**src/rtl/mdu_div_pkg.sv**
```systemverilog
// Shared definitions for the HI/LO divide unit.
// Purpose: divider state encodings, default operand width, HI/LO zero constant.
// Used by: mdu_div_step, mdu_div_unit.
package mdu_div_pkg;

    localparam int DIV_DW = 32;

    typedef enum logic [1:0] {
        DIV_IDLE = 2'd0,
        DIV_CALC = 2'd1,
        DIV_FIX  = 2'd2,
        DIV_DONE = 2'd3
    } div_state_e;

    // Same reset/clear value the HI/LO register uses.
    localparam logic [2*DIV_DW-1:0] ZeroDWord = '0;

endpackage

```
**src/rtl/mdu_div_step.sv**
```systemverilog
// Purpose: one combinational radix-2 restoring-division step on unsigned magnitudes.
// Latency: combinational.
// Ports: rem/quo/divisor_abs in; rem_next/quo_next out. quo carries the unconsumed
// dividend bits in its upper part and the developed quotient bits in its lower part.
module mdu_div_step
    import mdu_div_pkg::*;
#(
    parameter int DW = DIV_DW
) (
    input  logic [DW-1:0] rem,
    input  logic [DW-1:0] quo,
    input  logic [DW-1:0] divisor_abs,
    output logic [DW-1:0] rem_next,
    output logic [DW-1:0] quo_next
);

    logic [DW:0] shifted;
    logic [DW:0] trial;

    // rem < divisor_abs is invariant, so shifted < 2*divisor_abs and a
    // non-negative trial always fits back into DW bits.
    assign shifted = {rem, quo[DW-1]};
    assign trial   = shifted - {1'b0, divisor_abs};

    always_comb begin
        rem_next = shifted[DW-1:0];
        quo_next = {quo[DW-2:0], 1'b0};
        if (!trial[DW]) begin
            rem_next = trial[DW-1:0];
            quo_next = {quo[DW-2:0], 1'b1};
        end
    end

endmodule

```
**src/rtl/mdu_div_unit.sv**
```systemverilog
// Purpose: iterative restoring DIV/DIVU feeding the HI/LO write port ({HI=rem, LO=quo}).
// Latency: DW+2 cycles from accepted start to the single hilo_wen pulse.
// Flow: stall_req holds EX while working; cancel aborts; start while busy is ignored.
// Option MDU_DIV_ZERO_FAST_EN: divisor==0 skips straight to DONE with raw {dividend, all-ones}.
// Ports: clk, rst (async, active-high); start/signed_op/dividend/divisor/cancel in;
// stall_req/busy/done/hilo_wen/hilo_wdata out.
module mdu_div_unit
    import mdu_div_pkg::*;
#(
    parameter int DW = DIV_DW,
    parameter int CW = 6
) (
    input  logic            clk,
    input  logic            rst,
    input  logic            start,
    input  logic            signed_op,
    input  logic [DW-1:0]   dividend,
    input  logic [DW-1:0]   divisor,
    input  logic            cancel,
    output logic            stall_req,
    output logic            busy,
    output logic            done,
    output logic            hilo_wen,
    output logic [2*DW-1:0] hilo_wdata
);

`ifdef MDU_DIV_ZERO_FAST_EN
    localparam bit FastZero = 1'b1;
`else
    localparam bit FastZero = 1'b0;
`endif

    div_state_e    state_q, state_d;
    logic [CW-1:0] cnt_q;
    logic [DW-1:0] rem_q, quo_q, dvs_q;
    logic          quo_neg_q, rem_neg_q;

    logic          a_neg, b_neg, accept, div_zero;
    logic [DW-1:0] a_abs, b_abs;
    logic [DW-1:0] step_rem, step_quo;

    assign a_neg    = signed_op & dividend[DW-1];
    assign b_neg    = signed_op & divisor[DW-1];
    assign a_abs    = a_neg ? -dividend : dividend;
    assign b_abs    = b_neg ? -divisor  : divisor;
    assign accept   = (state_q == DIV_IDLE) && start && !cancel;
    assign div_zero = (divisor == '0);

    mdu_div_step #(.DW(DW)) u_step (
        .rem         (rem_q),
        .quo         (quo_q),
        .divisor_abs (dvs_q),
        .rem_next    (step_rem),
        .quo_next    (step_quo)
    );

    always_ff @(posedge clk or posedge rst) begin
        if (rst) begin
            state_q <= DIV_IDLE;
        end else begin
            state_q <= state_d;
        end
    end

    always_comb begin
        state_d   = state_q;
        stall_req = 1'b0;
        case (state_q)
            DIV_IDLE: begin
                stall_req = start;
                if (accept) begin
                    state_d = (FastZero && div_zero) ? DIV_DONE : DIV_CALC;
                end
            end
            DIV_CALC: begin
                stall_req = 1'b1;
                if (cancel) begin
                    state_d = DIV_IDLE;
                end else if (cnt_q == CW'(DW-1)) begin
                    state_d = DIV_FIX;
                end
            end
            DIV_FIX: begin
                stall_req = 1'b1;
                state_d   = cancel ? DIV_IDLE : DIV_DONE;
            end
            DIV_DONE: begin
                // Instruction advances in the same cycle HI/LO is written.
                state_d = DIV_IDLE;
            end
            default: state_d = DIV_IDLE;
        endcase
    end

    assign busy     = (state_q != DIV_IDLE);
    assign done     = (state_q == DIV_DONE) && !cancel;
    assign hilo_wen = done;

    always_ff @(posedge clk or posedge rst) begin
        if (rst) begin
            cnt_q      <= '0;
            rem_q      <= '0;
            quo_q      <= '0;
            dvs_q      <= '0;
            quo_neg_q  <= 1'b0;
            rem_neg_q  <= 1'b0;
            hilo_wdata <= ZeroDWord[2*DW-1:0];
        end else begin
            case (state_q)
                DIV_IDLE: begin
                    if (accept) begin
                        cnt_q     <= '0;
                        rem_q     <= '0;
                        quo_q     <= a_abs;
                        dvs_q     <= b_abs;
                        quo_neg_q <= a_neg ^ b_neg;
                        rem_neg_q <= a_neg;
                        if (FastZero && div_zero) begin
                            hilo_wdata <= {dividend, {DW{1'b1}}};
                        end
                    end
                end
                DIV_CALC: begin
                    if (!cancel) begin
                        rem_q <= step_rem;
                        quo_q <= step_quo;
                        cnt_q <= cnt_q + 1'b1;
                    end
                end
                DIV_FIX: begin
                    if (!cancel) begin
                        hilo_wdata <= {rem_neg_q ? -rem_q : rem_q,
                                       quo_neg_q ? -quo_q : quo_q};
                    end
                end
                default: ;
            endcase
        end
    end

endmodule

```
**config.mk**
```make
export PLATFORM = sky130hd
export DESIGN_NAME = mdu_div_unit
export DESIGN_NICKNAME = d
export VERILOG_FILES = /design/src/rtl/mdu_div_pkg.sv /design/src/rtl/mdu_div_step.sv /design/src/rtl/mdu_div_unit.sv
export SDC_FILE = /design/constraint.sdc
export NUM_CORES = 1
export LEC_CHECK = 0
export ABC_AREA = 1
export ABC_CLOCK_PERIOD_IN_PS = 6600
export BUFFER_PORTS_ARGS = -buffer_cell sky130_fd_sc_hd__buf_2
export CAP_MARGIN = 10
export CORE_UTILIZATION = 40
export DETAILED_ROUTE_END_ITERATION = 16
export GPL_TIMING_DRIVEN = 0
export PLACE_DENSITY = 0.63
export SYNTH_ARGS = -nofsm -noshare
export SYNTH_HDL_FRONTEND = slang
export SYNTH_HIERARCHICAL = 1
export SYNTH_SLANG_ARGS = --single-unit
export TNS_END_PERCENT = 50
```
**constraint.sdc**
```tcl
create_clock -name clk -period 6.6 [get_ports clk]
set_input_delay 0.66 -clock clk [delete_from_list [all_inputs] [get_ports clk]]
set_output_delay 0.66 -clock clk [all_outputs]
set_load 0.02 [all_outputs]
```
# Word-level counts from Yosys, hierarchy flattened
# Cells that the tools add are included.
dict set report op_classes {
  addsub 6
  bitwise_logic 4
  eq_ne 7
  reduce_logical 12
  mux 21
}
# op n
set ops {}
lappend ops {{two-way mux 32 bit} 9}
lappend ops {{negator 32 bit} 4}
lappend ops {{one-hot mux 32 bit (2 select lines)} 2}
lappend ops {{subtractor 33 x 32 -> 33 bit} 1}
lappend ops {{two-way mux 6 bit} 2}
lappend ops {{one-hot mux 6 bit (2 select lines)} 1}
lappend ops {{two-way mux 2 bit} 4}
lappend ops {{one-hot mux 2 bit (4 select lines)} 1}
lappend ops {{adder 6 x 1 -> 6 bit, second input constant} 1}
lappend ops {{== test 6 x 5 -> 1 bit, second input constant} 1}
lappend ops {{AND reduction 2 bit} 3}
lappend ops {{== test 2 bit, second input constant} 2}
lappend ops {{!= test 2 bit, second input constant} 2}
lappend ops {{nonzero test 2 bit} 2}
lappend ops {{logical AND 1 bit} 3}
lappend ops {{!= test 3 bit, second input constant} 1}
lappend ops {{AND reduction 3 bit} 1}
lappend ops {{AND 1 bit} 2}
lappend ops {{== test 2 x 1 -> 1 bit, second input constant} 1}
lappend ops {{zero test 2 bit} 1}
lappend ops {{one-hot mux 1 bit (2 select lines)} 1}
lappend ops {{OR reduction 2 bit} 1}
lappend ops {{zero test 1 bit} 1}
lappend ops {{two-way mux 1 bit} 1}
lappend ops {{other kinds (2)} 2}
dict set report word_totals {
  out_inout_bits 68
  in_bits 69
  reg_bits 170
  word_cells 58
}

# Logic depth before layout (Yosys ltp)
# Gate-level depths: netlist of run 1.
dict set report logic_depth {
  word_depth 5
  ltp_mapped 19
  ltp_nobuf 18
}

# Cells and area by module
# Netlist of run 1, hierarchy kept.
# mod cells_each seq_area_each_um2 instances area_each_um2
set modules_own_cells {}
lappend modules_own_cells {mdu_div_unit 1537 4254.1 1 10557.6}
lappend modules_own_cells {mdu_div_step 714 0.0 1 3395.8}

# Worst setup path before layout of run 1
# Ideal clock, no wire load.
dict set report synth_timing {
  path_type {register -> register}
  start {register quo_q[31]}
  end {register rem_q[22]}
  n_path_buf 1
  synth_period_minus_slack_ps 2261
  t_arrival_ps 2133
  stages_incl_launch_ff 19
  setup_ps 127
  slack_ps 4339
  required_ps 6473
  path_cell_list {dfrtp_1 -> inv_1 -> ha_1 -> fa_1 -> inv_1 -> nand2_1 -> nand2_1 -> nand3_1 -> nand2_2 -> nand2_1 -> nand2_2 -> nand2_2 -> nand3_1 -> nand2_4 -> buf_4 -> nand2_1 -> nand2_1 -> nand3_1 -> o21ai_0}
}
dict set report synth_via {
  elab_chain_cells 4
}
# element line
set synth_rtl {}
lappend synth_rtl {{from (decl)} mdu_div_unit.sv:35} ;# logic [DW-1:0] rem_q, quo_q, dvs_q;
lappend synth_rtl {{from (signal assigned)} mdu_div_unit.sv:114} ;# quo_q <= a_abs;
lappend synth_rtl {{from (signal assigned)} mdu_div_unit.sv:126} ;# quo_q <= step_quo;
lappend synth_rtl {{subtractor 33 x 32 -> 33 bit} mdu_div_step.sv:23} ;# assign trial = shifted - {1'b0, divisor_abs};
lappend synth_rtl {{two-way mux 32 bit} mdu_div_step.sv:28} ;# if (!trial[DW]) begin
lappend synth_rtl {{via step_rem[22]} mdu_div_unit.sv:40} ;# logic [DW-1:0] step_rem, step_quo;
lappend synth_rtl {{two-way mux 32 bit} mdu_div_unit.sv:124} ;# if (!cancel) begin
lappend synth_rtl {{one-hot mux 32 bit (2 select lines)} mdu_div_unit.sv:109} ;# case (state_q)
lappend synth_rtl {{to (signal assigned)} mdu_div_unit.sv:125} ;# rem_q <= step_rem;
lappend synth_rtl {{to (decl)} mdu_div_unit.sv:35}
# The timed path passes the listed nets, and every way through them passes these cells. The select of a mux whose other input is x is not followed.
# A chain may end at the register's enable or synchronous reset.

# Final worst setup path of run 1
dict set report layout_timing {
  start {register quo_q[31]}
  end {register rem_q[1]}
}
# The elaborated chain is that of the path after synthesis.

==> results of run 1 <==
state kept, by name (all words and copies together), names as in the netlist:
signal / flops
cnt_q: 6
dvs_q: 32
hilo_wdata: 64
quo_neg_q: 1
quo_q: 32
rem_neg_q: 1
rem_q: 32
state_q: 2
how the worst max path moves through the flow:
stage	startpoint	end	depth (start not counted)	slack [ns]
CTS	quo_q[31]$_DFFE_PP0P_	rem_q[1]$_DFFE_PP0P_	19	3.74
floorplan	rst	cnt_q[0]$_DFFE_PP0P_	1	1.34
finish	quo_q[31]$_DFFE_PP0P_	rem_q[1]$_DFFE_PP0P_	19	3.74
detailed placement	quo_q[31]$_DFFE_PP0P_	rem_q[1]$_DFFE_PP0P_	19	3.77
global placement	rst	dvs_q[29]$_DFFE_PP0P_	2	-0.63
global route	quo_q[31]$_DFFE_PP0P_	rem_q[1]$_DFFE_PP0P_	19	3.50
through the flow:
step / setup TNS, ns / hold slack [ns] / instances / cell area [um^2]
finish: 0 / 0.225 / 2876 / 15800
global route: 0 / 0.249 / 2875 / 15800
CTS: 0 / 0.232 / 2875 / 15800
detailed placement: 0 / 0.461 / 2843 / 15200
global placement: -102.18 / 0.458 / 2842 / 15200
floorplan: 0 / 0.449 / 2251 / 14000
kinds of logic (layout without fill, tap and decap cells):
logic type	count (synthesis)	in the layout	synth area share
and+or+nand+nor	1382	1382	0.419
AOI/OAI and AO/OA	221	221	0.0864
buffers and inverters	395	564	0.125
xor gates and xnor gates	39	39	0.0245
DFF	170	170	0.305
other	0	1	0
adders and majority gates	44	44	0.0400
cell usage in the layout (no fill, tap or decap), drive strengths merged:
cell type | Yosys | layout
nand2 | 826 | 826
inv | 294 | 301
nand3 | 262 | 262
nor2 | 232 | 232
buf | 89 | 226
dfrtp | 170 | 170
o21ai | 118 | 118
a21oi | 65 | 65
ha | 43 | 43
xor2 | 35 | 35
nand4 | 29 | 29
clkbuf | 11 | 29
a22oi | 10 | 10
nor3 | 10 | 10
nand3b | 9 | 9
o211ai | 7 | 7
o21bai | 7 | 7
or2 | 7 | 7
o31ai | 6 | 6
clkinv | 1 | 5
xnor2 | 4 | 4
and2 | 4 | 4
o21a | 2 | 2
o22ai | 2 | 2
a31oi | 2 | 2
and3 | 2 | 2
clkinvlp | 0 | 2
diode | 0 | 1
a21o | 1 | 1
a31o | 1 | 1
nor3b | 1 | 1
bufinv | 0 | 1
fa | 1 | 1
critical path: stages (launching register included):
cell	delay [ns]
dfrtp_1	0.54
inv_1	0.08
ha_1	0.24
fa_1	0.42
inv_1	0.11
nand2_1	0.05
nand2_1	0.07
nand3_1	0.09
nand2_2	0.13
nand2_1	0.07
nand2_2	0.09
nand2_2	0.07
nand2_2	0.08
nand2_2	0.06
nand2_4	0.11
buf_4	0.20
nand2_1	0.07
nand2_1	0.07
nand3_1	0.09
o21ai_0	0.11
routing by layer:
layer,wire length [um],global-route usage,vias to the layer above
met5,0,0,-
met4,446,0.0490,0
met3,2890,0.0313,28
met2,18900,0.377,473
met1,23500,0.400,6662
li1,-,-,7413
cell type report:
cell class              instances  area [um^2]
well taps                     455          569
diodes                          1         2.50
flip-flops and latches        170         4250
plain buffers                 100          636
inverters                     295         1110
multi-input cells            1686         7960
clock buffers                  18          439
repair buffers                137          708
fillers                      3733        18600
clock inverters                14          154
report_power, final:
group          internal [mW]  switching [mW]
clock network          0.546           0.494
registers               1.49           0.478
logic                   1.76            3.46
==> metrics.cfg, run 1 <==
[run_status]
outcome = finished clean

[global_route]
grt_pass1_wl_um = 72100
grt_use_total = 0.257
grt.overflow.total = 0
grt_max_degree = 117
grt_pass1_vias = 13129
antenna_found_initial = 0

[detailed_routing]
wl_um = 45700
drc = 0
drt_first_pass_iters = 6
ant_nets = 0
via_count = 14576
vias_per_cell = 5.07
drt_iter0_drc = 1248
wl_per_cell_um = 15.9

[die]
fp.dieW_um = 189
dieArea_mm2 = 0.0356
initial_utilization = 0.405
die_h_um = 189
coreArea_mm2 = 0.0345
io_pins = 137
rows = 68

[yosys]
syn_area_mm2 = 0.0140
synth_flop_cell = dfrtp_1
yosysMostFrequentCell = nand2_1
synth_top_area_frac = 0.305
synth_top_cell_by_area = dfrtp_1
synthArstFlopShare = 1.00
synth_cells = 2251
yosysSeqAreaShare = 0.305
synth_area_leaders = dfrtp_1 (30%), nand2_1 (22%), nand3_1 (9.3%), inv_1 (7.7%), nor2_1 (5.8%)
synth_edf_count = 0
synth_area_per_cell_um2 = 6.20
synth_common_cells = nand2_1 (808), inv_1 (287), nand3_1 (258), nor2_1 (216), dfrtp_1 (170)
yosysWarnings = 6
ys_ff_latch = 170
synth.distinct_cells = 45
synth_fp_nets = 2364

[cts]
cts_setup_buffers = 0
clkSinkCount = 170
cts_resized = 0
cts_inserted_buffers = 17
cts_tree = yes
cts_hold_buf = 0
cts.path.max_buffers = 2
clkLatencyLatePin_ns = 0.45
cts-root-buf = clkbuf_16
clkSlewWorstSetupHoldPaths_ns = 0.08
htree_num_levels = 4

[setup_path]
timing.rr.end = rem_q[1]$_DFFE_PP0P_
r2r-start = quo_q[31]$_DFFE_PP0P_
cp_max_fo = 10
critPathArrivalTime_ns = 3.22
crit_type = reg2reg
r2r_slack_ns = 3.74
end_kind = register
r2r_cells = 19
crit_path_start_kind = register
worstPathRequired_ns = 6.96

[sta]
tightestPinTransition_ns = 0.742
slew_headroom = 0.505
rsz0062_at_grt = false
fin_crit_ns = 2.86
skew_ns = 0.0141
final-hold-violation-count = 0
fin_ws_ns = 3.74
drv_slew = 0
max_freq_mhz = 350
final-setup-viol-count = 0
fin_crit_sh = 0.433

[place]
port_buffers = 136
dp_hpwl_um = 37400
routabilityCongestion = 0.913
dp_slack_ns = 3.77

[layout]
final_util = 0.460
drive_above_1_share = 0.128
nets = 2520
syn_to_final_growth_pct = 13.5

[min_path]
hold_class = in2async

[pwr]
p_leak_nw = 8.88
power_density_mw_per_mm2 = 520
power.total_mw = 8.24
irDropWorstVdd_mv = 0.220

[flow_run]
maxCapViolations = 0

Power figures use the tool's default switching activity.
==> inputs of run 2 (changes only) <==
--- a/config.mk
+++ b/config.mk
@@ -6,7 +6,7 @@
 export NUM_CORES = 1
 export LEC_CHECK = 0
 export ABC_AREA = 1
-export ABC_CLOCK_PERIOD_IN_PS = 6600
+export ABC_CLOCK_PERIOD_IN_PS = 2900
 export BUFFER_PORTS_ARGS = -buffer_cell sky130_fd_sc_hd__buf_2
 export CAP_MARGIN = 10
 export CORE_UTILIZATION = 40
==> constraint.sdc (replaced) <==
create_clock -name clk -period 2.9 [get_ports clk]
set_input_delay 0.29 -clock clk [delete_from_list [all_inputs] [get_ports clk]]
set_output_delay 0.29 -clock clk [all_outputs]
set_load 0.02 [all_outputs]
==> run 2 against run 1 <==
  * Cell count up 0.17%
  * Combinational power up 130%
  * Design area up 0.30%
  * Highest routed layer unchanged
  * Critical path type unchanged
==> metrics.cfg, run 2 (synthesized netlist as in run 1, its figures left out) <==
[die]
initial_utilization = 0.405
die_h_um = 189
io_pins = 137
fp.dieW_um = 189
coreArea_mm2 = 0.0345
rows = 68
dieArea_mm2 = 0.0356

[cts]
cts.path.max_buffers = 2
clkSinkCount = 170
htree_num_levels = 4
cts_tree = yes
cts_inserted_buffers = 17
clkLatencyLatePin_ns = 0.45
cts-root-buf = clkbuf_16
clkSlewWorstSetupHoldPaths_ns = 0.08

[layout]
largest_register_ffs = 64
antenna_cells = 0
nFillCells = 3768
final_common_cell = nand2_1
drive_above_1_share = 0.129
final_util = 0.461
nets = 2526
syn_to_final_growth_pct = 13.8
final_cell_mix = nand2_1 (808), inv_1 (286), nand3_1 (258), nor2_1 (216), buf_2 (170)
regMostFlops = hilo_wdata

[global_route]
grt_pass1_wl_um = 72500
grt.overflow.total = 0
grt_use_total = 0.259
antenna_found_initial = 0
grt_pass1_vias = 13251
grt_max_degree = 42

[setup_path]
worstPathRequired_ns = 3.25
critPathArrivalTime_ns = 3.00
cp_max_fo = 10
crit_path_start_kind = register
crit_type = reg2reg
end_kind = register

[flow_run]
maxCapViolations = 0

[min_path]
hold_class = in2reg

[pwr]
power_density_mw_per_mm2 = 1180
p_leak_nw = 8.90
irDropWorstVdd_mv = 0.514

[place]
dp_hpwl_um = 37600
port_buffers = 136
routabilityCongestion = 0.950

[sta]
rsz0062_at_grt = false
skew_ns = 0.0155
tightestPinTransition_ns = 0.822
fin_crit_sh = 0.913
slew_headroom = 0.452
fin_crit_ns = 2.65
drv_slew = 0
holdWs_ns = 0.134
final-setup-viol-count = 0
setup_tns_ns = 0
final-hold-violation-count = 0
max_freq_mhz = 378

[run_status]
outcome = finished clean

[detailed_routing]
vias_per_cell = 5.09
wl_per_cell_um = 16.0
via_count = 14661
drt_first_pass_iters = 5
drc = 0
drt_iter0_drc = 1270
ant_nets = 0
wl_um = 46000

==> run 2: changes by cell type in the layout (fill, tap and decap cells not counted), moves of 2 or more <==
cell	previous run	this run
inv_6	5	3
buf_12	0	4
clkinvlp_4	2	4
buf_4	44	46
clkbuf_1	11	13
==> run 2: per-stage QoR <==
step	worst slack (ns)	instances	total power [mW]	cell area [um^2]
final	0.252	2881	18.7	15900
after CTS	0.0157	2879	18.6	15900
after floorplan	0.441	2251	12.8	14000
after global routing	0.00939	2881	20.5	15900
after global placement	-0.649	2842	16.1	15200
after detailed placement	0.0503	2846	16.2	15300
==> run 2: final timing paths <==
| kind | start | slack [ns] | depth (start not counted) | endpoint |
|---|---|---|---|---|
| max in group asynchronous | rst | 1.28 | 6 | dvs_q[27]$_DFFE_PP0P_ |
| min in group asynchronous | rst | 0.48 | 3 | hilo_wdata[36]$_DFFE_PP0N_ |
| hold / removal | divisor[18] | 0.13 | 4 | dvs_q[18]$_DFFE_PP0P_ |
| hold reg to reg | hilo_wdata[63]$_DFFE_PP0N_ | 0.47 | 2 | hilo_wdata[63]$_DFFE_PP0N_ |
| setup / recovery | quo_q[31]$_DFFE_PP0P_ | 0.25 | 19 | rem_q[28]$_DFFE_PP0P_ |
| setup reg to reg | quo_q[31]$_DFFE_PP0P_ | 0.25 | 19 | rem_q[28]$_DFFE_PP0P_ |
==> run 2: timing repair <==
action / 4_1_cts / 5_1_grt
resized for setup: 0 / 1
hold buffers: 1 / 0
endpoints found under the hold margin: 25 / 0
setup endpoints to repair: 0 / 33
buffers inserted: 0 / 2
==> run 2: final cells by class <==
class	instances	area [um^2]	share of cell area
timing repair buffer	143	786	0.0495
buffer	100	636	0.0400
tap	455	569	0.0358
clock inverter	13	135	0.00851
clock buffer	19	433	0.0273
inverter	295	1110	0.0700
multi-input combinational	1686	7960	0.501
sequential	170	4260	0.268
==> run 2: critical path, stage by stage, from the launching register on <==
cell	delay, ns
dfrtp_2	0.38
inv_1	0.04
ha_1	0.22
fa_1	0.42
inv_1	0.12
nand2_1	0.06
nand2_1	0.08
nand3_1	0.09
nand2_2	0.13
nand2_1	0.08
nand2_2	0.09
nand2_2	0.07
nand2_2	0.08
nand2_2	0.06
nand2_4	0.10
buf_4	0.19
nand2_1	0.06
nand2_1	0.07
nand3_1	0.08
o21ai_0	0.12
==> run 2: per-layer routing <==
layer  vias to the layer above  share of wire  global-route usage  routed length (um)
met2                       467           0.42               0.381               19200
met3                        30          0.058              0.0317                2680
met5                         -              0                   0                   0
li1                       7404              -                   -                   -
met4                         0          0.011              0.0496                 491
met1                      6760           0.51               0.403               23700
==> run 2: power by group <==
group	internal (mW)	leakage, nW	switching, mW
Combinational	4.03	6.46	7.91
Clock	1.21	0.270	1.10
Sequential	3.40	2.17	1.10
==> inputs of run 3 (changes only) <==
--- a/config.mk
+++ b/config.mk
@@ -10,9 +10,9 @@
 export BUFFER_PORTS_ARGS = -buffer_cell sky130_fd_sc_hd__buf_2
 export CAP_MARGIN = 10
 export CORE_UTILIZATION = 40
+export CTS_CLUSTER_DIAMETER = 150
 export DETAILED_ROUTE_END_ITERATION = 16
 export GPL_TIMING_DRIVEN = 0
-export PLACE_DENSITY = 0.63
 export SYNTH_ARGS = -nofsm -noshare
 export SYNTH_HDL_FRONTEND = slang
 export SYNTH_HIERARCHICAL = 1
==> run 3 against run 2 <==
  * Sequential power about the same
  * Worst hold slack lost 0.019 ns
  * Clock skew decreased by 0.0023 ns
  * Sequential cell count stayed put
  * Critical endpoint unchanged
  * Fmax up 0.24%
  * Highest routed layer unchanged
  * Combinational power barely moved
  * Clock-buffer cell count shrank 1
  * Non-clock buffer count did not move
  * Design area increased by 0.11%
==> metrics.cfg, run 3 (synthesized netlist as in run 1, its figures left out) <==
[run_status]
outcome = finished clean

[global_route]
grt_use_total = 0.257
grt_max_degree = 41
grt_pass1_wl_um = 71500
grt_pass1_vias = 13086
grt.overflow.total = 0
antenna_found_initial = 0

[setup_path]
r2r_slack_ns = 0.26
crit_slowest_cell = fa_1
crit_type = reg2reg
r2r_cells = 19
crit_buf_inv = 3
timing.rr.end = rem_q[28]$_DFFE_PP0P_
critPathLaunch = quo_q[31]$_DFFE_PP0P_
cp_max_fo = 10
critical_path_depth = 19
worstPathRequired_ns = 3.27
endpoint = rem_q[28]$_DFFE_PP0P_
crit_path_start_kind = register
crit_chain = inv_1 > ha_1 > fa_1 > inv_1 > nand2_1 > nand2_1 > nand3_1 > nand2_2 > nand2_1 > nand2_2 > nand2_2 > nand2_2 > nand2_2 > nand2_4 > buf_4 > nand2_1 > nand2_1 > nand3_1 > o21ai_0
critPathArrivalTime_ns = 3.02
r2r-start = quo_q[31]$_DFFE_PP0P_
critPathTopFamily = simple AND/OR/NAND/NOR gates
end_kind = register
slowest_delay_ns = 0.44

[cts]
cts_tree = yes
clkLatencyLatePin_ns = 0.46
clkSinkCount = 170
cts_inserted_buffers = 17
cts-root-buf = clkbuf_16
cts.path.max_buffers = 2
htree_num_levels = 4
clkSlewWorstSetupHoldPaths_ns = 0.08

[detailed_routing]
wl_per_cell_um = 15.8
drc = 0
drt_first_pass_iters = 6
drt_iter0_drc = 1264
wl_um = 45700
vias_per_cell = 5.00
ant_nets = 0
via_count = 14399

[sta]
drv_slew = 0
holdWs_ns = 0.114
setup_tns_ns = 0
final-setup-viol-count = 0
fin_crit_sh = 0.911
slew_headroom = 0.486
skew_ns = 0.0132
max_freq_mhz = 379
rsz0062_at_grt = false
tightestPinTransition_ns = 0.771
fin_crit_ns = 2.64
final-hold-violation-count = 0

[min_path]
hold_class = in2reg
whs_path_depth = 4
worstHoldStart = divisor[26]

[die]
rows = 68
coreArea_mm2 = 0.0345
initial_utilization = 0.405
io_pins = 137
die_h_um = 189
fp.dieW_um = 189
dieArea_mm2 = 0.0356

[layout]
instances_no_fill = 2882
nFillCells = 3773
syn_to_final_growth_pct = 13.9
layout.area.seq_mm2 = 0.00426
final_cell_mix = nand2_1 (808), inv_1 (286), nand3_1 (258), nor2_1 (216), buf_2 (170)
drive_above_1_share = 0.129
final_common_cell = nand2_1
nets = 2526
largest_register_ffs = 64
final_util = 0.461
multi_input_area_mm2 = 0.00796
regMostFlops = hilo_wdata

[pwr]
power_density_mw_per_mm2 = 1180
p_leak_nw = 8.91
irDropWorstVdd_mv = 0.551
power.total_mw = 18.8

[place]
port_buffers = 136
routabilityCongestion = 0.964
dp_hpwl_um = 37600
placed_cells = 2846

[flow_run]
maxCapViolations = 0

run 3: report_power, final:
| part | switching, mW | internal, mW | leakage (nW) |
|---|---|---|---|
| sequential | 1.09 | 3.40 | 2.17 |
| combinational | 7.89 | 4.03 | 6.46 |
| clock | 1.15 | 1.22 | 0.285 |
run 3: worst min-delay path: cells and delay by family:
kind / cells / cell delay, ns
and+or+nand+nor: 3 / 0.15
buffers and inverters: 1 / 0.09
run 3: per-stage QoR:
stage,setup WS (ns),cell area [um^2]
floorplan,0.441,14000
global placement,-0.664,15200
detailed placement,0.0662,15300
CTS,0.0257,15900
global route,0.0352,15900
finish,0.258,15900
run 3: worst min-delay path by stage:
stage	to	slack, ns
finish	dvs_q[26]$_DFFE_PP0P_	0.11
global route	dvs_q[18]$_DFFE_PP0P_	0.14
CTS	dvs_q[18]$_DFFE_PP0P_	0.11
detailed placement	hilo_wdata[21]$_DFFE_PP0N_	0.39
global placement	hilo_wdata[13]$_DFFE_PP0N_	0.46
floorplan	dvs_q[31]$_DFFE_PP0P_	0.45
run 3: cell type report:
class                           instances  area share
Buffer                                100      0.0400
Tap cell                              455      0.0358
Antenna cell                            1    0.000157
Timing Repair Buffer                  143      0.0494
Inverter                              295      0.0699
Multi-Input combinational cell       1686       0.500
Clock buffer                           18      0.0270
Clock inverter                         14     0.00968
Sequential cell                       170       0.268
run 3: timing repair:
action | 4_1_cts | 5_1_grt
hold buffers | 1 | 0
setup endpoints to repair | 0 | 33
gates resized for setup | 0 | 1
setup buffers | 0 | 2
endpoints found under the hold margin | 20 | 0
run 3: per-layer routing:
layer / wire length, um / up-vias / GRT usage
met4: 483 / 0 / 0.0515
met3: 2680 / 32 / 0.0320
li1: - / 7418 / -
met5: 0 / - / 0
met2: 18700 / 444 / 0.376
met1: 23800 / 6505 / 0.400
